## src/rtl/matmul_host.sv

```systemverilog
// Host-side initiator for the 3x3 byte matrix multiplier: loads 18 operand
// bytes, runs the trigger/ready handshake, then streams the 9 result bytes.
module matmul_host #(
    parameter int unsigned SETTLE_CYCLES = 2
) (
    input  logic       i_clk,
    input  logic       i_rst_n,
    input  logic [7:0] i_rx_data,
    input  logic       i_rx_valid,
    output logic       o_rx_ready,
    output logic [7:0] o_tx_data,
    output logic       o_tx_valid,
    input  logic       i_tx_ready,
    output logic       o_mm_trigger,
    output logic [7:0] o_mm_a [9],
    output logic [7:0] o_mm_b [9],
    input  logic       i_mm_ready,
    input  logic [7:0] i_mm_result [9],
    output logic       o_busy
);

    localparam int unsigned SW = $clog2(SETTLE_CYCLES + 1);

    typedef enum logic [2:0] {
        LOAD,
        TRIG,
        WAIT_HIGH,
        SETTLE,
        SEND
    } state_t;

    state_t        r_state;
    logic [4:0]    r_cnt;
    logic [3:0]    r_idx;
    logic [SW-1:0] r_settle;
    logic          r_seen_high;
    logic [7:0]    r_res [9];

    always_ff @(posedge i_clk or negedge i_rst_n) begin
        if (!i_rst_n) begin
            r_state      <= LOAD;
            r_cnt        <= '0;
            r_idx        <= '0;
            r_settle     <= '0;
            r_seen_high  <= 1'b0;
            o_rx_ready   <= 1'b1;
            o_tx_valid   <= 1'b0;
            o_tx_data    <= '0;
            o_mm_trigger <= 1'b0;
            o_busy       <= 1'b0;
            for (int unsigned i = 0; i < 9; i++) begin
                o_mm_a[i] <= '0;
                o_mm_b[i] <= '0;
                r_res[i]  <= '0;
            end
        end else begin
            case (r_state)
                LOAD: begin
                    if (i_rx_valid && o_rx_ready) begin
                        if (r_cnt < 5'd9) begin
                            o_mm_a[r_cnt[3:0]] <= i_rx_data;
                        end else begin
                            o_mm_b[4'(r_cnt - 5'd9)] <= i_rx_data;
                        end
                        o_busy <= 1'b1;
                        if (r_cnt == 5'd17) begin
                            r_state      <= TRIG;
                            o_rx_ready   <= 1'b0;
                            o_mm_trigger <= 1'b1;
                            r_seen_high  <= 1'b0;
                        end else begin
                            r_cnt <= r_cnt + 5'd1;
                        end
                    end
                end
                // Trigger is only released after ready has been seen high and then low,
                // so a multiplier that was still busy on entry cannot miss the request.
                TRIG: begin
                    if (i_mm_ready) begin
                        r_seen_high <= 1'b1;
                    end else if (r_seen_high) begin
                        o_mm_trigger <= 1'b0;
                        r_state      <= WAIT_HIGH;
                    end
                end
                WAIT_HIGH: begin
                    if (i_mm_ready) begin
                        r_settle <= SW'(SETTLE_CYCLES);
                        r_state  <= SETTLE;
                    end
                end
                SETTLE: begin
                    if (r_settle == '0) begin
                        r_res      <= i_mm_result;
                        r_idx      <= '0;
                        o_tx_data  <= i_mm_result[0];
                        o_tx_valid <= 1'b1;
                        r_state    <= SEND;
                    end else begin
                        r_settle <= r_settle - SW'(1);
                    end
                end
                SEND: begin
                    if (i_tx_ready) begin
                        if (r_idx == 4'd8) begin
                            o_tx_valid <= 1'b0;
                            o_rx_ready <= 1'b1;
                            o_busy     <= 1'b0;
                            r_cnt      <= '0;
                            r_state    <= LOAD;
                        end else begin
                            r_idx     <= r_idx + 4'd1;
                            o_tx_data <= r_res[r_idx + 4'd1];
                        end
                    end
                end
                default: r_state <= LOAD;
            endcase
        end
    end

endmodule

```

## config.mk

```make
export PLATFORM = sky130hd
export DESIGN_NAME = matmul_host
export DESIGN_NICKNAME = d
export VERILOG_FILES = /design/src/rtl/matmul_host.sv
export SDC_FILE = /design/constraint.sdc
export NUM_CORES = 1
export LEC_CHECK = 0
export BUFFER_PORTS_ARGS = -buffer_cell sky130_fd_sc_hd__buf_4
export CAP_MARGIN = 20
export CORE_MARGIN = 3
export CORE_UTILIZATION = 35
export CTS_CLUSTER_DIAMETER = 150
export DETAILED_ROUTE_END_ITERATION = 8
export GPL_TIMING_DRIVEN = 0
export PLACE_DENSITY = 0.57
export SLEW_MARGIN = 20
export SYNTH_ARGS = -nofsm -noshare
export SYNTH_HDL_FRONTEND = slang
export SYNTH_SLANG_ARGS = --single-unit
```

## constraint.sdc

```tcl
create_clock -name i_clk -period 4.1 [get_ports i_clk]
set_input_delay 0.41 -clock i_clk [delete_from_list [all_inputs] [get_ports i_clk]]
set_output_delay 0.41 -clock i_clk [all_outputs]
set_load 0.005 [all_outputs]
```

== Word-level counts from Yosys, hierarchy flattened ==
Cells that the tools add are included.
Cells by class
  magnitude comparators: 6
  reductions and logical operators: 21
  equal/unequal tests: 18
  bitwise gates (word level): 4
  muxes and demuxes: 52
  add/subtract/negate cells: 4
Operators with widths (count)
  bitwise mux 72 bit: 2
  demux 8 bit (select 4 bit): 2
  two-way mux 8 bit: 7
  binary-select mux 8 bit (select 4 bit): 1
  two-way mux 3 bit: 8
  inequality test 2 bit (second input constant): 12
  two-way mux 5 bit: 4
  case mux 8 bit (2 select lines): 1
  AND reduction 4 bit: 4
  greater-or-equal comparator 5 bit (second input constant): 3
  NOT 4 -> 5 bit: 3
  case mux 3 bit (5 select lines): 1
  AND reduction 5 bit: 3
  two-way mux 1 bit: 13
  two-way mux 4 bit: 3
  less-than comparator 5 x 1 -> 1 bit (second input constant): 2
  case mux 1 bit (2 select lines): 5
  case mux 5 bit (2 select lines): 1
  AND reduction 3 bit: 3
  case mux 4 bit (2 select lines): 1
  AND reduction 8 bit: 1
  nonzero test 2 bit: 4
  == test 3 x 2 -> 1 bit (second input constant): 2
  adder 5 x 1 -> 5 bit (second input constant): 1
  15 further kinds: 18
Storage, ports and cells
  flip-flop bits (word level): 243
  bits of input ports: 85
  output and inout bits: 156
  logic and storage cells: 142

== Depth between registers and ports, before layout ==
  depth in word-level cells: 8
  gate-level depth with buffers: 8
  depth with buffers taken out: 6

== Worst setup path after synthesis ==
No wires, ideal clock.
  path kind: reg-to-reg
  from: register r_idx[0]
  to: register o_tx_data[3]
  period minus slack after synthesis: 2519 ps
  required time: 3969 ps
  library setup time: 131 ps
  setup slack: 1581 ps
  buffers on the path: 3
  data arrival time: 2388 ps
  cell stages (with the launch flop): 9
  cell sequence: dfrtp_1 > buf_1 > inv_1 > ha_1 > clkbuf_1 > clkbuf_1 > mux4_2 > a32oi_1 > a211oi_1
On the way
  longest elaborated chain between the ends: 8
  elaborated cells on any way between the ends: 11
  classes of those cells: add/sub (1); eq/ne (2); mux (6); bitwise (1); reduce/logical (1)
Ends and longest elaborated chain
  from (decl): RTL line 34  | logic [3:0] r_idx;
  from (signal assigned): RTL line 112  | r_idx <= r_idx + 4'd1;
  adder 4 x 1 -> 4 bit: RTL line 113  | o_tx_data <= r_res[r_idx + 4'd1];
  NOT 4 -> 5 bit (implied by the code): RTL line 113
  binary-select mux 8 bit (select 4 bit): RTL line 113
  two-way mux 8 bit (implied by the code) (2 in a row): RTL line 113
  two-way mux 8 bit: RTL line 105  | if (r_idx == 4'd8) begin
  two-way mux 8 bit: RTL line 104  | if (i_tx_ready) begin
  case mux 8 bit (2 select lines): RTL line 57  | case (r_state)
  to (signal assigned): RTL line 96  | o_tx_data <= i_mm_result[0];
  to (signal assigned): RTL line 113
  to (decl): RTL line 11  | output logic [7:0] o_tx_data,
Parallel ways exist; a longest one is shown, timed or not. The select of a mux whose other input is x is not followed.
A chain may end at the register's enable or synchronous reset.

== Worst setup path in the final report ==
  from: register r_idx[0]
  to: register o_tx_data[2]
The elaborated chain is that of the path after synthesis.

==> impl_metrics.yaml <==
critical_path:
  critical_path.startpoint_type: "flop"
  worst_r2r_endpoint: "o_tx_data[2]"
  crit_path_frequent_cell: "sky130_fd_sc_hd__clkbuf_1"
  timing.critical_path.slowest_stage_cell: "sky130_fd_sc_hd__clkbuf_1"
  arrival_ns: 3.81
  timing.critical_path.depth: 8
  reg2reg_slack_ns: 0.69
  critical_path.cell_chain: "buf_1 > inv_1 > ha_1 > clkbuf_1 > clkbuf_1 > mux4_2 > a21oi_1 > a211oi_1"
  max_stage_delay_ns: 0.59
  worst_path_dominant_cell_family: "buffers and inverters"
  reg2reg_launch_point: "r_idx[0]"
  worstPathMaxFanout: 10
  endpoint_kind: "flop"
  start_to_end_type_of_the_worst_setup_path: "flop to flop"
  crit_required_ns: 4.50
  crit_buf_inv: 4
  worst-r2r-cell-count: 8
synthesis:
  ys_ff_latch: 243
  post_synth_inst_count: 699
  most_numerous_cell_types_in_the_synthesized_netlist: "sky130_fd_sc_hd__dfrtp_1 (242), sky130_fd_sc_hd__mux2_2 (216), sky130_fd_sc_hd__a21oi_1 (31)"
  synth_top_area_frac: 0.588
  syn-cell-area_um2: 10300
  postSynthNetCount: 792
  synth_area_leader_cell: "sky130_fd_sc_hd__dfrtp_1"
  count_of_flip_flops_with_a_built_in_enable_after_synthesis: 0
  netlist-cell-type-count: 53
  top_area_cells_in_the_synthesized_netlist: "sky130_fd_sc_hd__dfrtp_1 (59%), sky130_fd_sc_hd__mux2_2 (24%), sky130_fd_sc_hd__mux4_2 (3.5%)"
  syn_avg_cell_area_um2: 14.7
  synthesis.yosys.warnings: 0
  synth-async-reset-ratio: 1.00
  dominantRegCellSynth: "sky130_fd_sc_hd__dfrtp_1"
  most_frequent_cell_after_synthesis: "sky130_fd_sc_hd__dfrtp_1"
  synth_seq_area_share: 0.590
finish:
  final_core_utilization: 0.472
  layout-drive-gt1-share: 0.540
  final_nets: 1066
  area_growth_pct: 32.3
  number_of_antenna_repair_diodes: 0
clock_network:
  tritoncts.num_buffers: 28
  ctsLongestPathBuffers: 3
  cts_post_setup_buffers_inserted: 0
  worstSkewPairLatency_ns: 0.53
  cts.sink_count: 243
  postCtsResizedCells: 0
  cts_h_tree_depth: 1
  cts_root_buf: "sky130_fd_sc_hd__clkbuf_16"
  cts_tree: "yes"
  clock_slew_at_the_register_clock_pins_of_the_worst_setup_and_hold_paths_ns: 0.06
timing:
  unrepaired_setup_endpoints_after_global_routing: "false"
  timing.setup.tns_ns: 0
  timing_worst_slew_pin_value_ns: 1.06
  finalClockSkew_ns: 0.0104
  slew_headroom: 0.294
  layout_worst_path_cycle_share: 0.832
  layout_min_cycle_time_ns: 3.41
  final_hold_viol_count: 0
  finalMaxSlewViolations: 0
  fmax_ghz: 0.293
  setup_violations: 0
die:
  core_area_um2: 28900
  vertical_die_dimension_um: 178
  fp.dieW_um: 178
  floorplan.die_area_um2: 31500
  number_of_ports_placed_on_the_die_boundary: 241
  std_cell_rows: 62
  effective_utilization_at_floorplan: 0.357
global_routing:
  pin_count_of_the_biggest_net_entering_global_routing: 77
  grt.total_usage: 0.169
  grt_antenna_before_repair: 0
  global_route.overflow_total: 0
  grt_first_pass_wirelength_mm: 42.0
  number_of_global_route_vias_before_repair: 7157
drt:
  vias: 6857
  post_drt_via_cell_ratio: 4.98
  route.detailed.wl_per_inst_um: 19.6
  finalWirelength_mm: 27.0
  drt-pass1-iter-count: 5
  route.antenna.remaining_nets: 0
  detail_route.drc_violations: 0
  drt_iter0_markers: 303
hold_path:
  min_from: "i_mm_result[46]"
  holdCritPathClass: "input port to flop"
  worstHoldEndpoint: "r_res[46]"
  instance_count_along_the_most_critical_hold_path: 2
place:
  placement.io_buffers: 240
  place.detailed.hpwl_mm: 19.5
  gpl.final_weighted_congestion: 0.834
pwr:
  power-per-cell-area_nw_per_um2: 498
  total_leakage_power_nw: 6.60
  ir_drop_mv: 0.374
flow_run:
  timing.max_cap.violations: 0
status:
  run_status: "finished clean"
## state kept, by name, summed over array words and instances, names as in the netlist
signal and count:
o_mm_a 72, o_mm_b 72, r_res 72, o_tx_data 8, r_cnt 5, r_idx 4
r_state 3, r_settle 2, o_busy 1, o_mm_trigger 1, o_rx_ready 1, o_tx_valid 1
r_seen_high 1
## metal layers
| metal | wire [µm] | GRT usage | up-vias |
|---|---|---|---|
| met5 | 0 | 0 | - |
| met4 | 494 | 0.0324 | 0 |
| met3 | 2120 | 0.0473 | 35 |
| met2 | 12600 | 0.279 | 216 |
| met1 | 11800 | 0.225 | 3454 |
| li1 | - | - | 3152 |
## timing repair
| item | 4_1_cts | 5_1_grt |
|---|---|---|
| endpoints found under the setup margin | 0 | 0 |
| hold buffers | 1 | 0 |
| endpoints found under the hold margin | 54 | 0 |
## how the worst max path moves through the flow
stage,endpoint,from
global placement,r_res[49],i_rst_n
detailed placement,o_tx_data[6],r_idx[0]
CTS,o_tx_data[2],r_idx[0]
finish,o_tx_data[2],r_idx[0]
global route,o_tx_data[1],r_idx[0]
floorplan,o_tx_data[3],r_idx[0]
## layout by cell type, fill, tap and decap left out, drive strengths merged, types with 4 or more instances in the layout
master / count
nor4: 10
nand3b: 4
mux2: 216
a211oi: 8
nor2: 9
nand3: 17
o21ai: 17
dfrtp: 242
clkinv: 4
nor2b: 4
o2111ai: 4
clkbuf: 73
ha: 8
or3: 5
buf: 247
mux4: 16
a32oi: 8
nand2: 10
inv: 10
a21oi: 31
a21o: 4
## report_power, final
| part | internal, mW | switching, mW |
|---|---|---|
| sequential | 2.60 | 0.136 |
| combinational | 0.727 | 0.847 |
| clock | 1.52 | 0.957 |
| total | 4.85 | 1.94 |
## per-stage QoR
stage	setup WS (ns)	power, mW	instances	cell area (µm²)	hold WS (ns)
after global placement	0.513	4.35	1323	12600	0.465
final	0.691	6.79	1377	13600	0.108
after detailed placement	0.604	4.38	1326	12700	0.373
after floorplan	1.58	3.67	699	10300	0.114
after global routing	0.345	7.15	1377	13600	0.0897
after CTS	0.582	6.89	1377	13600	0.0852
## final cells by class
class	instances	area, µm²
Buffer	34	134
Timing Repair Buffer	244	1900
Clock inverter	7	87.6
Tap cell	384	480
Sequential cell	243	6080
Clock buffer	43	838
Multi-Input combinational cell	412	4070
Fill cell	2674	15200
Inverter	10	37.5
## cell families (layout without fill, tap and decap cells)
family | after synthesis | in the layout | synth area share
xor gates and xnor gates | 1 | 1 | 0.000850
adders and majority gates | 8 | 8 | 0.00971
muxes | 232 | 232 | 0.271
AOI/OAI and AO/OA | 92 | 92 | 0.0585
and+or+nand+nor | 79 | 79 | 0.0534
DFF | 243 | 243 | 0.590
buffers and inverters | 44 | 338 | 0.0165
(Power assumes the default switching activity.)
